<file path="src/rtl/vram_sync_ctrl.sv">
// Copies the whole CPU-facing VRAM into the PPU-facing VRAM, one word per cycle,
// starting at the first vblank after a CPU sync request.
module vram_sync_ctrl #(
  parameter int ADDR_W = 11,
  parameter int DATA_W = 64
) (
  input  logic              clk,
  input  logic              rst,
  input  logic              i_sync_req,
  input  logic              i_vblank_start,
  output logic [ADDR_W-1:0] o_src_addr,
  output logic              o_src_rden,
  input  logic [DATA_W-1:0] i_src_rddata,
  output logic [ADDR_W-1:0] o_dst_addr,
  output logic              o_dst_wren,
  output logic [DATA_W-1:0] o_dst_wrdata,
  output logic              o_cpu_lock,
  output logic              o_busy,
  output logic              o_done,
  output logic              o_pending,
  output logic [1:0]        o_fsm_state
);

  typedef enum logic [1:0] {
    IDLE  = 2'd0,
    COPY  = 2'd1,
    DRAIN = 2'd2,
    DONE  = 2'd3
  } state_t;

  localparam logic [ADDR_W-1:0] LAST_ADDR = '1;

  state_t            state;
  logic [ADDR_W-1:0] src_addr;
  logic              src_rden;
  logic [ADDR_W-1:0] dst_addr;
  logic              dst_wren;
  logic              busy;
  logic              done;
  logic              pending;

  always_ff @(posedge clk) begin
    if (rst) begin
      state    <= IDLE;
      src_addr <= '0;
      src_rden <= 1'b0;
      dst_addr <= '0;
      dst_wren <= 1'b0;
      busy     <= 1'b0;
      done     <= 1'b0;
      pending  <= 1'b0;
    end else begin
      dst_wren <= src_rden;
      dst_addr <= src_addr;
      case (state)
        IDLE: begin
          if (i_vblank_start && (pending || i_sync_req)) begin
            state    <= COPY;
            src_addr <= '0;
            src_rden <= 1'b1;
            busy     <= 1'b1;
            pending  <= 1'b0;
          end else if (i_sync_req) begin
            pending <= 1'b1;
          end
        end
        COPY: begin
          if (i_sync_req) pending <= 1'b1;
          // Hold the address at the last word so the counter never wraps.
          if (src_addr == LAST_ADDR) begin
            state    <= DRAIN;
            src_rden <= 1'b0;
          end else begin
            src_addr <= src_addr + 1'b1;
          end
        end
        DRAIN: begin
          if (i_sync_req) pending <= 1'b1;
          state <= DONE;
          done  <= 1'b1;
        end
        DONE: begin
          if (i_sync_req) pending <= 1'b1;
          state <= IDLE;
          done  <= 1'b0;
          busy  <= 1'b0;
        end
        default: state <= IDLE;
      endcase
    end
  end

  // Source reads have one cycle of latency, so read data lines up with the
  // registered write strobe and is forwarded straight to the destination.
  assign o_dst_wrdata = dst_wren ? i_src_rddata : '0;
  assign o_src_addr   = src_addr;
  assign o_src_rden   = src_rden;
  assign o_dst_addr   = dst_addr;
  assign o_dst_wren   = dst_wren;
  assign o_busy       = busy;
  assign o_cpu_lock   = busy;
  assign o_done       = done;
  assign o_pending    = pending;
  assign o_fsm_state  = state;

endmodule

</file>
<file path="config.mk">
export PLATFORM = sky130hd
export DESIGN_NAME = vram_sync_ctrl
export DESIGN_NICKNAME = d
export VERILOG_FILES = /design/src/rtl/vram_sync_ctrl.sv
export SDC_FILE = /design/constraint.sdc
export NUM_CORES = 1
export LEC_CHECK = 0
export ABC_CLOCK_PERIOD_IN_PS = 2400
export CAP_MARGIN = 20
export CORE_MARGIN = 1
export CORE_UTILIZATION = 30
export DETAILED_ROUTE_END_ITERATION = 12
export GPL_TIMING_DRIVEN = 0
export PLACE_DENSITY = 0.88
export SLEW_MARGIN = 20
export SYNTH_ARGS = -nofsm -noshare
export SYNTH_HDL_FRONTEND = slang
export SYNTH_SLANG_ARGS = --single-unit
</file>
<file path="constraint.sdc">
create_clock -name clk -period 2.4 [get_ports clk]
set_input_delay 0.48 -clock clk [delete_from_list [all_inputs] [get_ports clk]]
set_output_delay 0.48 -clock clk [all_outputs]
set_load 0.01 [all_outputs]
</file>
==> results.py <==
metrics = {
    "synth": {
        "yosys.area.top_type": "dfxtp_1",
        "synth_area_um2": 1690,
        "yosysSeqAreaShare_pct": 34.4,
        "ys_top_cells_by_area": "dfxtp_1 34%, and2_1 24%, ha_1 3.7%, nor2b_1 3.3%, nor2_1 2.4%",
        "synth_warnings": 0,
        "syn_avg_cell_area_um2": 8.14,
        "synth_most_common_cell": "and2_1",
        "synth_top_area_share_pct": 34.4,
        "yosys-top-cells-count": "65 x and2_1, 29 x dfxtp_1, 11 x nor2_1",
        "postSynthCellCount": 207,
        "synthArstFlopShare_pct": 0,
        "synth_edf_count": 0,
        "synth_cell_types": 41,
        "syn-num-nets": 280,
        "ys.flop_type": "dfxtp_1",
        "ys_seq_elements": 29,
    },
    "clocking": {
        "ctsHoldBuffers": 0,
        "cts_setup_buffers": 0,
        "clk_pin_slew_ns": 0.06,
        "root_buffer": "clkbuf_8",
        "numCtsBuffers": 5,
        "numClockSinks": 29,
        "max-clock-path-buffers": 2,
        "htree_levels": 2,
        "cts_tree": "yes",
        "clkLatencyLatePin_ns": 0.28,
    },
    "critical_path": {
        "r2r_setup_slack_ns": 0.29,
        "cp-start-kind": "flip-flop",
        "cp_max_fo": 11,
        "r2r_cells": 7,
        "setup.worst_path.class": "reg2out",
        "r2r_end": "o_src_addr[9]$_SDFFE_PP0P_",
        "crit_arrival_ns": 1.78,
        "cp-end-kind": "output port",
        "critPathRequiredTime_ns": 1.92,
        "crit_start": "o_dst_wren$_SDFF_PP0_",
        "reg2reg_from": "o_fsm_state[0]$_SDFFE_PP0P_",
    },
    "sta": {
        "tightestPinTransition_ns": 0.525,
        "finalHoldViolCount": 0,
        "fin_skew_ns": 0.00160,
        "period_needed_ns": 2.26,
        "maxSlewViolCount": 0,
        "maxSlewHeadroom_pct": 65.0,
        "fmax_mhz": 443,
        "setup_slack_ns": 0.141,
        "hold-worst-slack_ns": 0.497,
        "tns_ns": 0,
        "finalSetupViolCount": 0,
        "rsz0062_at_grt": "false",
        "finalCritPeriodShare_pct": 94.1,
    },
    "power_and_ir_drop": {
        "power.density_nw_per_um2": 514,
        "power.total_w": 0.00178,
        "clockPowerShare_pct": 22.4,
        "p_comb_share_pct": 46.3,
        "ir_worst_vdd_mv": 0.539,
        "p_leak_nw": 1.29,
        "swShare_pct": 33.6,
        "p_sw_w": 0.000598,
        "p_int_w": 0.00118,
        "seq_power_share_pct": 31.4,
    },
    "global_route": {
        "grt_max_degree": 12,
        "grt.total_usage_pct": 25.5,
        "antenna_found_initial": 1,
        "grt_pass1_vias": 2016,
        "overflow": 0,
        "grt_pass1_wl_mm": 11.4,
    },
    "placed_design": {
        "port_buffers": 160,
        "placed_cells": 437,
        "pre_cts_ws_ns": 0.188,
        "gp_congestion": 0.869,
        "dp_hpwl_mm": 6.02,
    },
    "floorplanning": {
        "start_util_pct": 32.0,
        "die-area_um2": 5920,
        "die_x_um": 77.0,
        "die_height_um": 77.0,
        "coreArea_um2": 5270,
        "std_cell_rows": 26,
        "io_pins": 162,
    },
    "drt": {
        "wl_mm": 7.62,
        "drc": 0,
        "wl_per_cell_um": 17.2,
        "vias_per_cell": 4.83,
        "drt_iter0_drc": 129,
        "ant_nets": 0,
        "first_pass_iters": 4,
        "vias": 2143,
    },
    "hold_path": {
        "holdPathStages": 1,
        "min_to": "o_dst_wren$_SDFF_PP0_",
        "min_from": "o_src_rden$_SDFFE_PP0P_",
        "hold_class": "reg2reg",
    },
    "run_status": {
        "status": "finished clean",
    },
    "cells_and_area": {
        "instances_no_fill": 444,
        "nets": 446,
        "area_delta_synth_final_pct": 106,
        "post_route_cells_drive_above_1_share_pct": 5.63,
    },
    "flow_run": {
        "maxCapViolCount": 0,
    },
}
## cell type report
class | instances | area [µm²]
fill | 441 | 1800
timing repair buffer | 160 | 1600
multi-input combinational | 157 | 1020
sequential | 29 | 581
tap | 70 | 87.6
clock buffer | 7 | 86.3
buffer | 13 | 61.3
inverter | 7 | 26.3
antenna | 1 | 2.50
## worst max path at each step
stage | endpoint | depth (start not counted)
after detailed placement | o_src_addr[9]$_SDFFE_PP0P_ | 6
after CTS | o_dst_wrdata[29] | 3
after floorplan | o_src_addr[5]$_SDFFE_PP0P_ | 5
final | o_dst_wrdata[48] | 3
after global placement | o_dst_wrdata[57] | 4
after global routing | o_dst_wrdata[48] | 3
## kinds of logic (layout without fill, tap and decap cells)
group | count (synthesis) | in the layout | share of synthesized area [%]
AOI/OAI and AO/OA | 35 | 35 | 15.7
adders and majority gates | 5 | 5 | 3.71
buffers and inverters | 21 | 187 | 5.05
DFF | 29 | 29 | 34.4
other | 0 | 1 | 0
and+or+nand+nor | 117 | 117 | 41.1
## repair_timing
| item | 4_1_cts | 5_1_grt |
|---|---|---|
| pin swaps | 0 | 0 |
| gates resized for setup | 3 | 4 |
| endpoints found under the setup margin | 36 | 4 |
## placed cells by master (no fill, tap or decap), types with 3 or more instances in the layout
cell type,Yosys,layout
nand3_1,4,4
dfxtp_1,29,29
nand2_1,6,6
nor3_1,6,6
a41oi_1,3,3
clkbuf_1,9,4
ha_1,5,5
a21oi_1,4,4
a311oi_1,3,3
o31ai_1,4,4
nor2b_1,9,9
and2_1,65,65
o21a_1,3,3
nor2_1,11,11
clkdlybuf4s50_1,0,160
and3_1,4,4
nand4_1,3,3
a211oi_1,3,3
clkbuf_8,0,6
clkbuf_2,0,5
inv_1,7,7
o21ai_0,3,3
## flip-flops by register name, summed over array words and instances (netlist names)
register and flops:
o_dst_addr 11, o_src_addr 11, o_fsm_state 2, o_busy 1
o_done 1, o_dst_wren 1, o_pending 1, o_src_rden 1
## per-stage QoR
step	cell area, µm²	util (%)
after floorplan	1690	-
after global routing	3460	65.7
after CTS	3460	65.7
after detailed placement	3370	64.0
final	3470	65.8
after global placement	3370	64.0
## per-layer routing
layer  vias to the layer above  routed length [µm]  track usage, %
met5                         -                   0               0
met4                         0                 116            6.35
met3                        12                 678            8.21
met2                       120                3680            43.3
met1                       978                3150            30.7
li1                       1033                   -               -
## power by group through the flow
stage	Combinational, W	Clock, W	Sequential, W
after floorplan	0.000370	0	0.000574
after CTS	0.000822	0.000402	0.000558
after detailed placement	0.000816	0	0.000563
after global placement	0.000799	0	0.000562
final	0.000825	0.000399	0.000559
after global routing	0.000882	0.000434	0.000565
## critical path, cell delays in order (launching register included)
cell	delay, ns
dfxtp_1	0.49
clkbuf_1	0.28
and2_1	0.17
clkdlybuf4s50_1	0.57
No activity file was read; power rests on OpenSTA's default activity.
